### config.mk
export PLATFORM = sky130hd
export DESIGN_NAME = nn_layer_sequencer_flat
export DESIGN_NICKNAME = d
export VERILOG_FILES = /design/src/rtl/nn_pkg.sv /design/src/rtl/nn_layer_sequencer_if.sv /design/src/rtl/nn_rd_delay.sv /design/src/rtl/nn_layer_sequencer.sv /design/src/flat_wrapper.sv
export SDC_FILE = /design/constraint.sdc
export NUM_CORES = 1
export LEC_CHECK = 0
export ABC_CLOCK_PERIOD_IN_PS = 8400
export CAP_MARGIN = 20
export CELL_PAD_IN_SITES_DETAIL_PLACEMENT = 0
export CELL_PAD_IN_SITES_GLOBAL_PLACEMENT = 2
export CORE_AREA = 3 3 93 95
export CTS_CLUSTER_DIAMETER = 150
export DETAILED_ROUTE_END_ITERATION = 10
export DIE_AREA = 0 0 96 98
export PLACE_DENSITY_LB_ADDON = 0.1
export SYNTH_ARGS = -nofsm -noshare
export SYNTH_HDL_FRONTEND = slang
export SYNTH_SLANG_ARGS = --single-unit
### constraint.sdc
create_clock -name clk -period 8.4 [get_ports clk]
set_clock_uncertainty 0.1 [all_clocks]
set_input_delay 2.1 -clock clk [delete_from_list [all_inputs] [get_ports clk]]
set_output_delay 2.1 -clock clk [all_outputs]
set_load 0.1 [all_outputs]
### src/rtl/nn_pkg.sv
// Shared constants and types for the two-layer MLP sequencer.
// Latency: n/a (declarations only).
// Backpressure: n/a.
package nn_pkg;

    localparam int N_IN  = 784;
    localparam int N_HID = 10;
    localparam int N_OUT = 10;
    localparam int DW    = 16;

    // Address widths: weights cover both layers, biases hold b1 then b2.
    localparam int W_AW = $clog2(N_IN * N_HID + N_HID * N_OUT);
    localparam int A_AW = $clog2(N_IN);
    localparam int B_AW = $clog2(N_HID + N_OUT);
    localparam int N_AW = $clog2((N_HID > N_OUT) ? N_HID : N_OUT);

    typedef enum logic [2:0] {
        IDLE  = 3'd0,
        ISSUE = 3'd1,
        BIAS  = 3'd2,
        DRAIN = 3'd3,
        WRITE = 3'd4,
        DONE  = 3'd5
    } seq_state_t;

    typedef enum logic {
        LAYER1 = 1'b0,
        LAYER2 = 1'b1
    } layer_t;

endpackage

### src/rtl/nn_layer_sequencer_if.sv
// Control bundle between the layer sequencer and the MAC datapath/memories.
// Latency: n/a (wires only).
// Backpressure: none; the datapath consumes every strobe in the cycle it is issued.
// Ports: master = sequencer side (drives strobes/addresses, receives start/abort/acc_data);
//        slave  = datapath/controller side.
interface nn_layer_sequencer_if;
    import nn_pkg::*;

    logic                   start;
    logic                   abort;
    logic                   busy;
    logic                   done;
    logic                   rd_en;
    logic [W_AW-1:0]        w_addr;
    logic                   act_sel;
    logic [A_AW-1:0]        act_addr;
    logic                   b_rd;
    logic [B_AW-1:0]        b_addr;
    logic                   mac_en;
    logic                   mac_first;
    logic                   bias_en;
    logic                   wr_en;
    logic                   relu_en;
    logic                   wr_sel;
    logic [N_AW-1:0]        wr_addr;
    logic signed [DW-1:0]   acc_data;
    logic [N_AW-1:0]        pred_class;

    modport master (
        input  start, abort, acc_data,
        output busy, done, rd_en, w_addr, act_sel, act_addr, b_rd, b_addr,
               mac_en, mac_first, bias_en, wr_en, relu_en, wr_sel, wr_addr, pred_class
    );

    modport slave (
        output start, abort, acc_data,
        input  busy, done, rd_en, w_addr, act_sel, act_addr, b_rd, b_addr,
               mac_en, mac_first, bias_en, wr_en, relu_en, wr_sel, wr_addr, pred_class
    );

endinterface

### src/rtl/nn_rd_delay.sv
// Delays the per-read tags {mac, first, bias} to line up with memory read data.
// Latency: exactly LAT cycles.
// Backpressure: none; i_flush empties every stage on the next edge.
// Ports: clk, rst_n, i_flush, i_mac/i_first/i_bias in; o_mac/o_first/o_bias out.
module nn_rd_delay #(
    parameter int LAT = 1
) (
    input  logic clk,
    input  logic rst_n,
    input  logic i_flush,
    input  logic i_mac,
    input  logic i_first,
    input  logic i_bias,
    output logic o_mac,
    output logic o_first,
    output logic o_bias
);

    logic [2:0] r_pipe [LAT];

    always_ff @(posedge clk or negedge rst_n) begin
        if (!rst_n) begin
            for (int i = 0; i < LAT; i++) r_pipe[i] <= '0;
        end else if (i_flush) begin
            for (int i = 0; i < LAT; i++) r_pipe[i] <= '0;
        end else begin
            r_pipe[0] <= {i_mac, i_first, i_bias};
            for (int i = 1; i < LAT; i++) r_pipe[i] <= r_pipe[i-1];
        end
    end

    assign {o_mac, o_first, o_bias} = r_pipe[LAT-1];

endmodule

### src/rtl/nn_layer_sequencer.sv
// Schedules the two-layer MLP forward pass on one shared MAC: one read per cycle,
// MAC strobes aligned to MEM_LAT, one commit per neuron.
// Latency: start-to-done N_HID*(N_IN+MEM_LAT+2)+N_OUT*(N_HID+MEM_LAT+2)+1 cycles.
// Backpressure: none; start ignored while busy, abort returns to IDLE next cycle.
// Ports: clk, rst_n (async active-low), bus (nn_layer_sequencer_if.master).
// Optional: define NN_SEQ_ARGMAX_EN to build the running argmax feeding pred_class.
module nn_layer_sequencer
    import nn_pkg::*;
#(
    parameter int MEM_LAT = 1
) (
    input  logic                  clk,
    input  logic                  rst_n,
    nn_layer_sequencer_if.master  bus
);

    localparam int DC_W = (MEM_LAT > 1) ? $clog2(MEM_LAT) : 1;

    seq_state_t         r_state;
    layer_t             r_layer;
    logic [N_AW-1:0]    r_j;
    logic [A_AW-1:0]    r_k;
    logic [DC_W-1:0]    r_dcnt;

    logic w_issue, w_bias, w_write, w_l2;
    logic w_k_last, w_j_last, w_d_last;
    logic [W_AW-1:0] w_kw, w_jw, w_waddr;

    assign w_issue = (r_state == ISSUE);
    assign w_bias  = (r_state == BIAS);
    assign w_write = (r_state == WRITE);
    assign w_l2    = (r_layer == LAYER2);

    assign w_k_last = w_l2 ? (r_k == A_AW'(N_HID - 1)) : (r_k == A_AW'(N_IN - 1));
    assign w_j_last = w_l2 ? (r_j == N_AW'(N_OUT - 1)) : (r_j == N_AW'(N_HID - 1));
    assign w_d_last = (r_dcnt == DC_W'(MEM_LAT - 1));

    always_ff @(posedge clk or negedge rst_n) begin
        if (!rst_n) begin
            r_state <= IDLE;
            r_layer <= LAYER1;
            r_j     <= '0;
            r_k     <= '0;
            r_dcnt  <= '0;
        end else if (bus.abort) begin
            // Also covers start+abort together in IDLE: the start is dropped.
            r_state <= IDLE;
            r_layer <= LAYER1;
            r_j     <= '0;
            r_k     <= '0;
            r_dcnt  <= '0;
        end else begin
            case (r_state)
                IDLE: begin
                    if (bus.start) begin
                        r_state <= ISSUE;
                        r_layer <= LAYER1;
                        r_j     <= '0;
                        r_k     <= '0;
                    end
                end
                ISSUE: begin
                    if (w_k_last) r_state <= BIAS;
                    else          r_k     <= r_k + A_AW'(1);
                end
                BIAS: begin
                    r_state <= DRAIN;
                    r_dcnt  <= '0;
                end
                DRAIN: begin
                    // The bias tag leaves the delay line in the last DRAIN cycle.
                    if (w_d_last) r_state <= WRITE;
                    else          r_dcnt  <= r_dcnt + DC_W'(1);
                end
                WRITE: begin
                    r_k <= '0;
                    if (!w_j_last) begin
                        r_j     <= r_j + N_AW'(1);
                        r_state <= ISSUE;
                    end else if (!w_l2) begin
                        // Hidden buffer is complete; layer 2 may now read it.
                        r_layer <= LAYER2;
                        r_j     <= '0;
                        r_state <= ISSUE;
                    end else begin
                        r_state <= DONE;
                    end
                end
                DONE:    r_state <= IDLE;
                default: r_state <= IDLE;
            endcase
        end
    end

    // Weight ROM is row-major over k: layer 2 rows start after all layer-1 rows.
    assign w_kw    = W_AW'(r_k);
    assign w_jw    = W_AW'(r_j);
    assign w_waddr = w_l2 ? (W_AW'(N_IN * N_HID) + w_kw * W_AW'(N_OUT) + w_jw)
                          : (w_kw * W_AW'(N_HID) + w_jw);

    assign bus.busy     = (r_state != IDLE) && (r_state != DONE);
    assign bus.done     = (r_state == DONE);
    assign bus.rd_en    = w_issue || w_bias;
    assign bus.w_addr   = w_issue ? w_waddr : '0;
    assign bus.act_sel  = w_issue && w_l2;
    assign bus.act_addr = w_issue ? r_k : '0;
    assign bus.b_rd     = w_bias;
    assign bus.b_addr   = !w_bias ? '0 : (w_l2 ? B_AW'(N_HID) + B_AW'(r_j) : B_AW'(r_j));
    assign bus.wr_en    = w_write;
    assign bus.relu_en  = w_write && !w_l2;
    assign bus.wr_sel   = w_write && w_l2;
    assign bus.wr_addr  = w_write ? r_j : '0;

    nn_rd_delay #(.LAT(MEM_LAT)) u_rd_delay (
        .clk     (clk),
        .rst_n   (rst_n),
        .i_flush (bus.abort),
        .i_mac   (w_issue),
        .i_first (w_issue && (r_k == '0)),
        .i_bias  (w_bias),
        .o_mac   (bus.mac_en),
        .o_first (bus.mac_first),
        .o_bias  (bus.bias_en)
    );

`ifdef NN_SEQ_ARGMAX_EN
    logic signed [DW-1:0] r_max;
    logic [N_AW-1:0]      r_arg;
    logic [N_AW-1:0]      r_pred;

    always_ff @(posedge clk or negedge rst_n) begin
        if (!rst_n) begin
            r_max  <= '0;
            r_arg  <= '0;
            r_pred <= '0;
        end else begin
            // Strictly-greater update keeps the lower index on ties; output 0 always loads.
            if (w_write && w_l2 && ((r_j == '0) || (bus.acc_data > r_max))) begin
                r_max <= bus.acc_data;
                r_arg <= r_j;
            end
            if (r_state == DONE) r_pred <= r_arg;
        end
    end

    assign bus.pred_class = r_pred;
`else
    logic w_unused_acc;
    assign w_unused_acc   = ^bus.acc_data;
    assign bus.pred_class = '0;
`endif

endmodule
### src/flat_wrapper.sv
// flat-port wrapper written by rule: the top's interface ports become plain ports
module nn_layer_sequencer_flat import nn_pkg::*;
#(
    parameter int MEM_LAT = 1
)
  (clk, rst_n, bus_start, bus_abort, bus_acc_data, bus_busy, bus_done, bus_rd_en, bus_w_addr, bus_act_sel, bus_act_addr, bus_b_rd, bus_b_addr, bus_mac_en, bus_mac_first, bus_bias_en, bus_wr_en, bus_relu_en, bus_wr_sel, bus_wr_addr, bus_pred_class);
  nn_layer_sequencer_if bus_i ();
  input  logic clk;
  input  logic rst_n;
  input wire logic [$bits(bus_i.start)-1:0] bus_start;
  input wire logic [$bits(bus_i.abort)-1:0] bus_abort;
  input wire logic [$bits(bus_i.acc_data)-1:0] bus_acc_data;
  output wire logic [$bits(bus_i.busy)-1:0] bus_busy;
  output wire logic [$bits(bus_i.done)-1:0] bus_done;
  output wire logic [$bits(bus_i.rd_en)-1:0] bus_rd_en;
  output wire logic [$bits(bus_i.w_addr)-1:0] bus_w_addr;
  output wire logic [$bits(bus_i.act_sel)-1:0] bus_act_sel;
  output wire logic [$bits(bus_i.act_addr)-1:0] bus_act_addr;
  output wire logic [$bits(bus_i.b_rd)-1:0] bus_b_rd;
  output wire logic [$bits(bus_i.b_addr)-1:0] bus_b_addr;
  output wire logic [$bits(bus_i.mac_en)-1:0] bus_mac_en;
  output wire logic [$bits(bus_i.mac_first)-1:0] bus_mac_first;
  output wire logic [$bits(bus_i.bias_en)-1:0] bus_bias_en;
  output wire logic [$bits(bus_i.wr_en)-1:0] bus_wr_en;
  output wire logic [$bits(bus_i.relu_en)-1:0] bus_relu_en;
  output wire logic [$bits(bus_i.wr_sel)-1:0] bus_wr_sel;
  output wire logic [$bits(bus_i.wr_addr)-1:0] bus_wr_addr;
  output wire logic [$bits(bus_i.pred_class)-1:0] bus_pred_class;
  assign bus_i.start = bus_start;
  assign bus_i.abort = bus_abort;
  assign bus_i.acc_data = bus_acc_data;
  assign bus_busy = bus_i.busy;
  assign bus_done = bus_i.done;
  assign bus_rd_en = bus_i.rd_en;
  assign bus_w_addr = bus_i.w_addr;
  assign bus_act_sel = bus_i.act_sel;
  assign bus_act_addr = bus_i.act_addr;
  assign bus_b_rd = bus_i.b_rd;
  assign bus_b_addr = bus_i.b_addr;
  assign bus_mac_en = bus_i.mac_en;
  assign bus_mac_first = bus_i.mac_first;
  assign bus_bias_en = bus_i.bias_en;
  assign bus_wr_en = bus_i.wr_en;
  assign bus_relu_en = bus_i.relu_en;
  assign bus_wr_sel = bus_i.wr_sel;
  assign bus_wr_addr = bus_i.wr_addr;
  assign bus_pred_class = bus_i.pred_class;
  nn_layer_sequencer #(.MEM_LAT(MEM_LAT)) u_core (.clk(clk), .rst_n(rst_n), .bus(bus_i));
endmodule
# Yosys cells after proc, flatten, opt, wreduce, memory -nomap -nowiden
# Index checks and enable logic that the tools add are counted.
dict set report totals {
  reg_bits 22
  latchBits 0
  mem_bits_rw 0
  romBits 0
  inputBits 20
  out_inout_bits 47
  mem_count 0
}
dict set report op_classes {
  addsub 7
  mul 1
  n_div 0
  n_lt_le_gt_ge 0
  n_eq_ne 15
  n_shift 0
  n_mux 31
  n_bitwise 0
  reduce_logical 17
}
# op count
set op_table {}
lappend op_table {{10-bit 2-to-1 mux} 4}
lappend op_table {{10-bit case mux with 3 select lines} 1}
lappend op_table {{13-bit by 4-bit adder with 13-bit output} 2}
lappend op_table {{13-bit 2-to-1 mux} 2}
lappend op_table {{3-bit 2-to-1 mux} 7}
lappend op_table {{4-bit 2-to-1 mux} 5}
lappend op_table {{3-bit != test, second input constant} 5}
lappend op_table {{3-bit case mux with 5 select lines} 1}
lappend op_table {{13-bit adder, first input constant} 1}
lappend op_table {{10-bit by 3-bit multiplier with 12-bit output, second input constant} 1}
lappend op_table {{3-bit AND reduction} 4}
lappend op_table {{10-bit by 1-bit adder with 10-bit output, second input constant} 1}
lappend op_table {{10-bit == test, second input constant} 1}
lappend op_table {{10-bit by 4-bit == test with 1-bit output, second input constant} 1}
lappend op_table {{10-bit logical NOT} 1}
lappend op_table {{5-bit 2-to-1 mux} 2}
lappend op_table {{3-bit nonzero test} 3}
lappend op_table {{4-bit case mux with 2 select lines} 1}
lappend op_table {{3-bit by 2-bit == test with 1-bit output, second input constant} 2}
lappend op_table {{3-bit == test, second input constant} 2}
lappend op_table {{1-bit 2-to-1 mux} 6}
lappend op_table {{4-bit by 4-bit adder with 5-bit output, first input constant} 1}
lappend op_table {{1-bit logical AND} 5}
lappend op_table {{4-bit by 1-bit adder with 4-bit output, second input constant} 1}
lappend op_table {{other kinds (10)} 11}

# Depth between registers and ports, before layout
dict set report depth {
  word_depth 5
  mapped_depth 11
}

# Cells and area by module
# From an unflattened synthesis, not the netlist that was laid out.
dict set report unflattened {
  cells_unflattened 278
  area_unflattened_um2 2247.2
}
# mod n_inst cells_per_inst area_each_um2 seq_area_each_um2
set modules_own_cells {}
lappend modules_own_cells {nn_layer_sequencer 1 272 2153.3 450.4}
lappend modules_own_cells {nn_rd_delay 1 6 93.8 75.1}

# Worst setup path after synthesis
# OpenSTA, ideal clock, no wires.
dict set report synth_path {
  kind {register -> output}
  startpoint {register u_core.r_k[1]}
  endpoint {output bus_w_addr[10]}
  t_arrival_ns 4.383
  path_slack_ns 1.817
  path_stages_with_launch 11
  n_path_buf 0
  path_cell_list {dfrtp_1 ha_1 ha_1 inv_1 fa_1 xor2_1 or3_1 nor2_1 nand4_1 and3_1 nor3_1}
}
dict set report synth_via {
  elab_chain_cells 5
}
# item line
set synth_lines {}
lappend synth_lines {{start, declared} nn_layer_sequencer.sv:22} ;# logic [A_AW-1:0] r_k;
lappend synth_lines {{start signal, assigned} nn_layer_sequencer.sv:64} ;# else r_k <= r_k + A_AW'(1);
lappend synth_lines {{10-bit by 3-bit multiplier with 12-bit output (*)} {nn_layer_sequencer.sv:98, nn_layer_sequencer.sv:99}}
lappend synth_lines {{13-bit adder} nn_layer_sequencer.sv:98} ;# assign w_waddr = w_l2 ? (W_AW'(N_IN * N_HID) + w_kw * W_AW'(N_OUT) + w_jw)
lappend synth_lines {{13-bit by 4-bit adder with 13-bit output} nn_layer_sequencer.sv:98}
lappend synth_lines {{13-bit 2-to-1 mux (*)} nn_layer_sequencer.sv:98}
lappend synth_lines {{13-bit 2-to-1 mux (*)} nn_layer_sequencer.sv:104} ;# assign bus.w_addr = w_issue ? w_waddr : '0;
lappend synth_lines {{end, declared} flat_wrapper.sv:16} ;# output wire logic [$bits(bus_i.w_addr)-1:0] bus_w_addr;
# Mark *: on every way between the ends. The rest lies on a longest branch, timed or not.

# Worst setup path after layout
dict set report layout_path {
  startpoint {register u_core.r_k[1]}
  endpoint {output bus_w_addr[12]}
}
# Same word-level chain as after synthesis.

==> flow_metrics.env <==
export IMPL_crit_arrival_ns=4.37
export IMPL_grt_max_degree=22
export IMPL_wl_mm=6.05
export IMPL_cts_made_buffers=3
export IMPL_min_period_ns=6.57
export IMPL_synth_top_cell_area_share_pct=23.4
export IMPL_dr_pass1_iters=4
export IMPL_crit_chain="ha_1, ha_1, inv_1, fa_1, xor2_1, or3_1, nor2_1, nand4_1, or3_1, nand3_1, nor3b_2, clkdlybuf4s50_1"
export IMPL_synthFlopType="dfrtp_1"
export IMPL_internal_power_w=0.000145
export IMPL_maxSlewHeadroom_pct=33.1
export IMPL_p_total_w=0.000224
export IMPL_viasPerCell=4.87
export IMPL_cp_top_family="buffers and inverters"
export IMPL_finalHoldViolCount=0
export IMPL_antenna_found_initial=0
export IMPL_post_cts_setup_buffers=0
export IMPL_clock_latency_ns=0.27
export IMPL_worstSetupPathType="flip-flop to output pin"
export IMPL_final_period_utilization_pct=78.2
export IMPL_p_switching_w=0.0000790
export IMPL_fin_setup_tns_ns=0
export IMPL_drv_cap=0
export IMPL_rsz0062_at_grt="no"
export IMPL_crit_fanout=9
export IMPL_layout_common_cells="46 x clkdlybuf4s50_1, 34 x nor2_1, 24 x ha_1"
export IMPL_num_rows=32
export IMPL_syn_area_um2=2250
export IMPL_avgSynthCellArea_um2=8.09
export IMPL_synth_seq_cells=21
export IMPL_core_um2=7810
export IMPL_syn2layout_area_growth_pct=26.1
export IMPL_yosysSeqAreaShare_pct=23.4
export IMPL_overflow=0
export IMPL_yosys_area_top_type="dfrtp_1"
export IMPL_layout_nets=366
export IMPL_drv_slew=0
export IMPL_htreeDepth=1
export IMPL_cts_tree="yes"
export IMPL_drive_gt1_share_pct=5.64
export IMPL_port_buffers=46
export IMPL_power_leakage_nw=1.21
export IMPL_yosys_warnings=0
export IMPL_max_stage_delay_ns=1.15
export IMPL_worst_slew_pin_slew_ns=1.00
export IMPL_root_buffer="clkbuf_8"
export IMPL_status="complete, no violations"
export IMPL_clock_sinks=21
export IMPL_clkPwrFrac_pct=32.8
export IMPL_drc=0
export IMPL_postCtsResizedCells=0
export IMPL_gp_congestion=0.732
export IMPL_io_pins=67
export IMPL_pwr_share_comb_pct=20.5
export IMPL_slowest_stage="clkdlybuf4s50_1"
export IMPL_synth_async_reset_ratio_pct=100
export IMPL_drt_iter0_drc=60
export IMPL_setup_viol=0
export IMPL_hpwl_mm=4.63
export IMPL_die_area_um2=9410
export IMPL_start_util_pct=28.8
export IMPL_die_height_um=98
export IMPL_p_seq_share_pct=46.7
export IMPL_final_common_cell="clkdlybuf4s50_1"
export IMPL_postSynthCellCount=278
export IMPL_avgRoutedWirePerCell_um=14.4
export IMPL_cts_buffer_depth=2
export IMPL_worstHoldPathType="flip-flop to flip-flop"
export IMPL_crit_buf_inv=2
export IMPL_grt_usage_pct=13.6
export IMPL_die_x_um=96
export IMPL_synth_area_leaders="dfrtp_1 23%, ha_1 13%, nor2_1 5.7%"
export IMPL_fmax_ghz=0.152
export IMPL_ir_worst_vdd_mv=0.0491
export IMPL_grt_pass1_wl_mm=10.3
export IMPL_hold_buffers=0
export IMPL_swShare_pct=35.2
export IMPL_synth_edff_count=0
export IMPL_antenna_left=0
export IMPL_endpoint_kind="output pin"
export IMPL_powerDensity_nw_per_um2=79.1
export IMPL_grt_pass1_vias=1951
export IMPL_cp_start_kind="flip-flop"
export IMPL_via_count=2051
export IMPL_clk_pin_slew_ns=0.09
export IMPL_ys_types=51
export IMPL_required_ns=6.20
export IMPL_fin_util_pct=36.3
export IMPL_antenna_cells=0
## through the flow
stage / area, um^2 / worst slack [ns] / cells / hold WS, ns
2_1_floorplan: 2260 / 1.82 / 281 / 0.431
3_3_place_gp: 2790 / 2.12 / 417 / 0.509
3_5_place_dp: 2790 / 2.13 / 417 / 0.510
4_1_cts: 2840 / 1.79 / 421 / 0.527
5_1_grt: 2840 / 1.59 / 421 / 0.572
6_report: 2840 / 1.83 / 421 / 0.523
## kinds of logic after synthesis
logic type	after synthesis	share of synthesized area [%]
muxes	2	0.890
adders and majority gates	26	15.1
DFF	21	23.4
buffers and inverters	23	4.89
xor gates and xnor gates	20	8.12
and+or+nand+nor	125	29.5
other	1	0.167
AOI/OAI and AO/OA	60	17.9
## state kept, by name, indices dropped and copies added, names as in the netlist
name / cells
u_core.r_j: 4
u_core.r_k: 10
u_core.r_layer: 1
u_core.r_state: 3
u_core.u_rd_delay.r_pipe: 3
## synth_stat cells, types with 7 or more instances
cell	n
ha_1	24
nand4_1	8
nand2_1	19
and3_1	7
inv_1	9
xor2_1	10
dfrtp_1	21
clkbuf_1	7
nor2_1	34
and2_1	18
xnor2_1	9
a21oi_1	15
o21ai_0	16
## worst register-to-register path, cell delays in order, from the launching register on
cell	delay, ns
dfrtp_1	0.66
or2_2	0.41
a21oi_1	0.43
o21bai_1	0.33
nand4_1	0.21
xor2_1	0.16
nor2_1	0.05
## path summary, 6_finish.rpt
check	cells after the start	slack (ns)	to	from
max in group asynchronous	2	5.87	u_core.r_state[0]	rst_n
setup reg to reg	6	5.94	u_core.r_k[5]	u_core.r_layer
setup / recovery	12	1.83	bus_w_addr[12]	u_core.r_k[1]
hold reg to reg	1	0.52	u_core.r_state[1]	u_core.r_state[2]
min in group asynchronous	2	2.08	u_core.r_k[4]	rst_n
hold / removal	1	0.52	u_core.r_state[1]	u_core.r_state[2]
## cell type report
type	instances	area [um^2]
clock inverter	1	7.51
fill	849	4970
tap	102	128
multi-input combinational	237	1630
clock buffer	3	41.3
timing repair buffer	48	475
inverter	9	33.8
sequential	21	526
## per-layer routing
layer	up-vias	GRT usage, %	wire (um)	part of all wire, %
met1	968	21.0	3120	52
met3	5	2.31	195	3.2
met5	-	0	0	0
li1	1053	-	-	-
met4	0	2.63	47	0.78
met2	25	19.7	2680	44
## power groups by stage
stage	clock network, W	registers (W)	logic [W]
2_1_floorplan	0	0.000109	0.0000330
3_3_place_gp	0	0.000107	0.0000470
3_5_place_dp	0	0.000107	0.0000468
4_1_cts	0.0000767	0.000105	0.0000469
5_1_grt	0.0000821	0.000105	0.0000500
6_report	0.0000736	0.000105	0.0000461
Power figures use the tool's default switching activity.
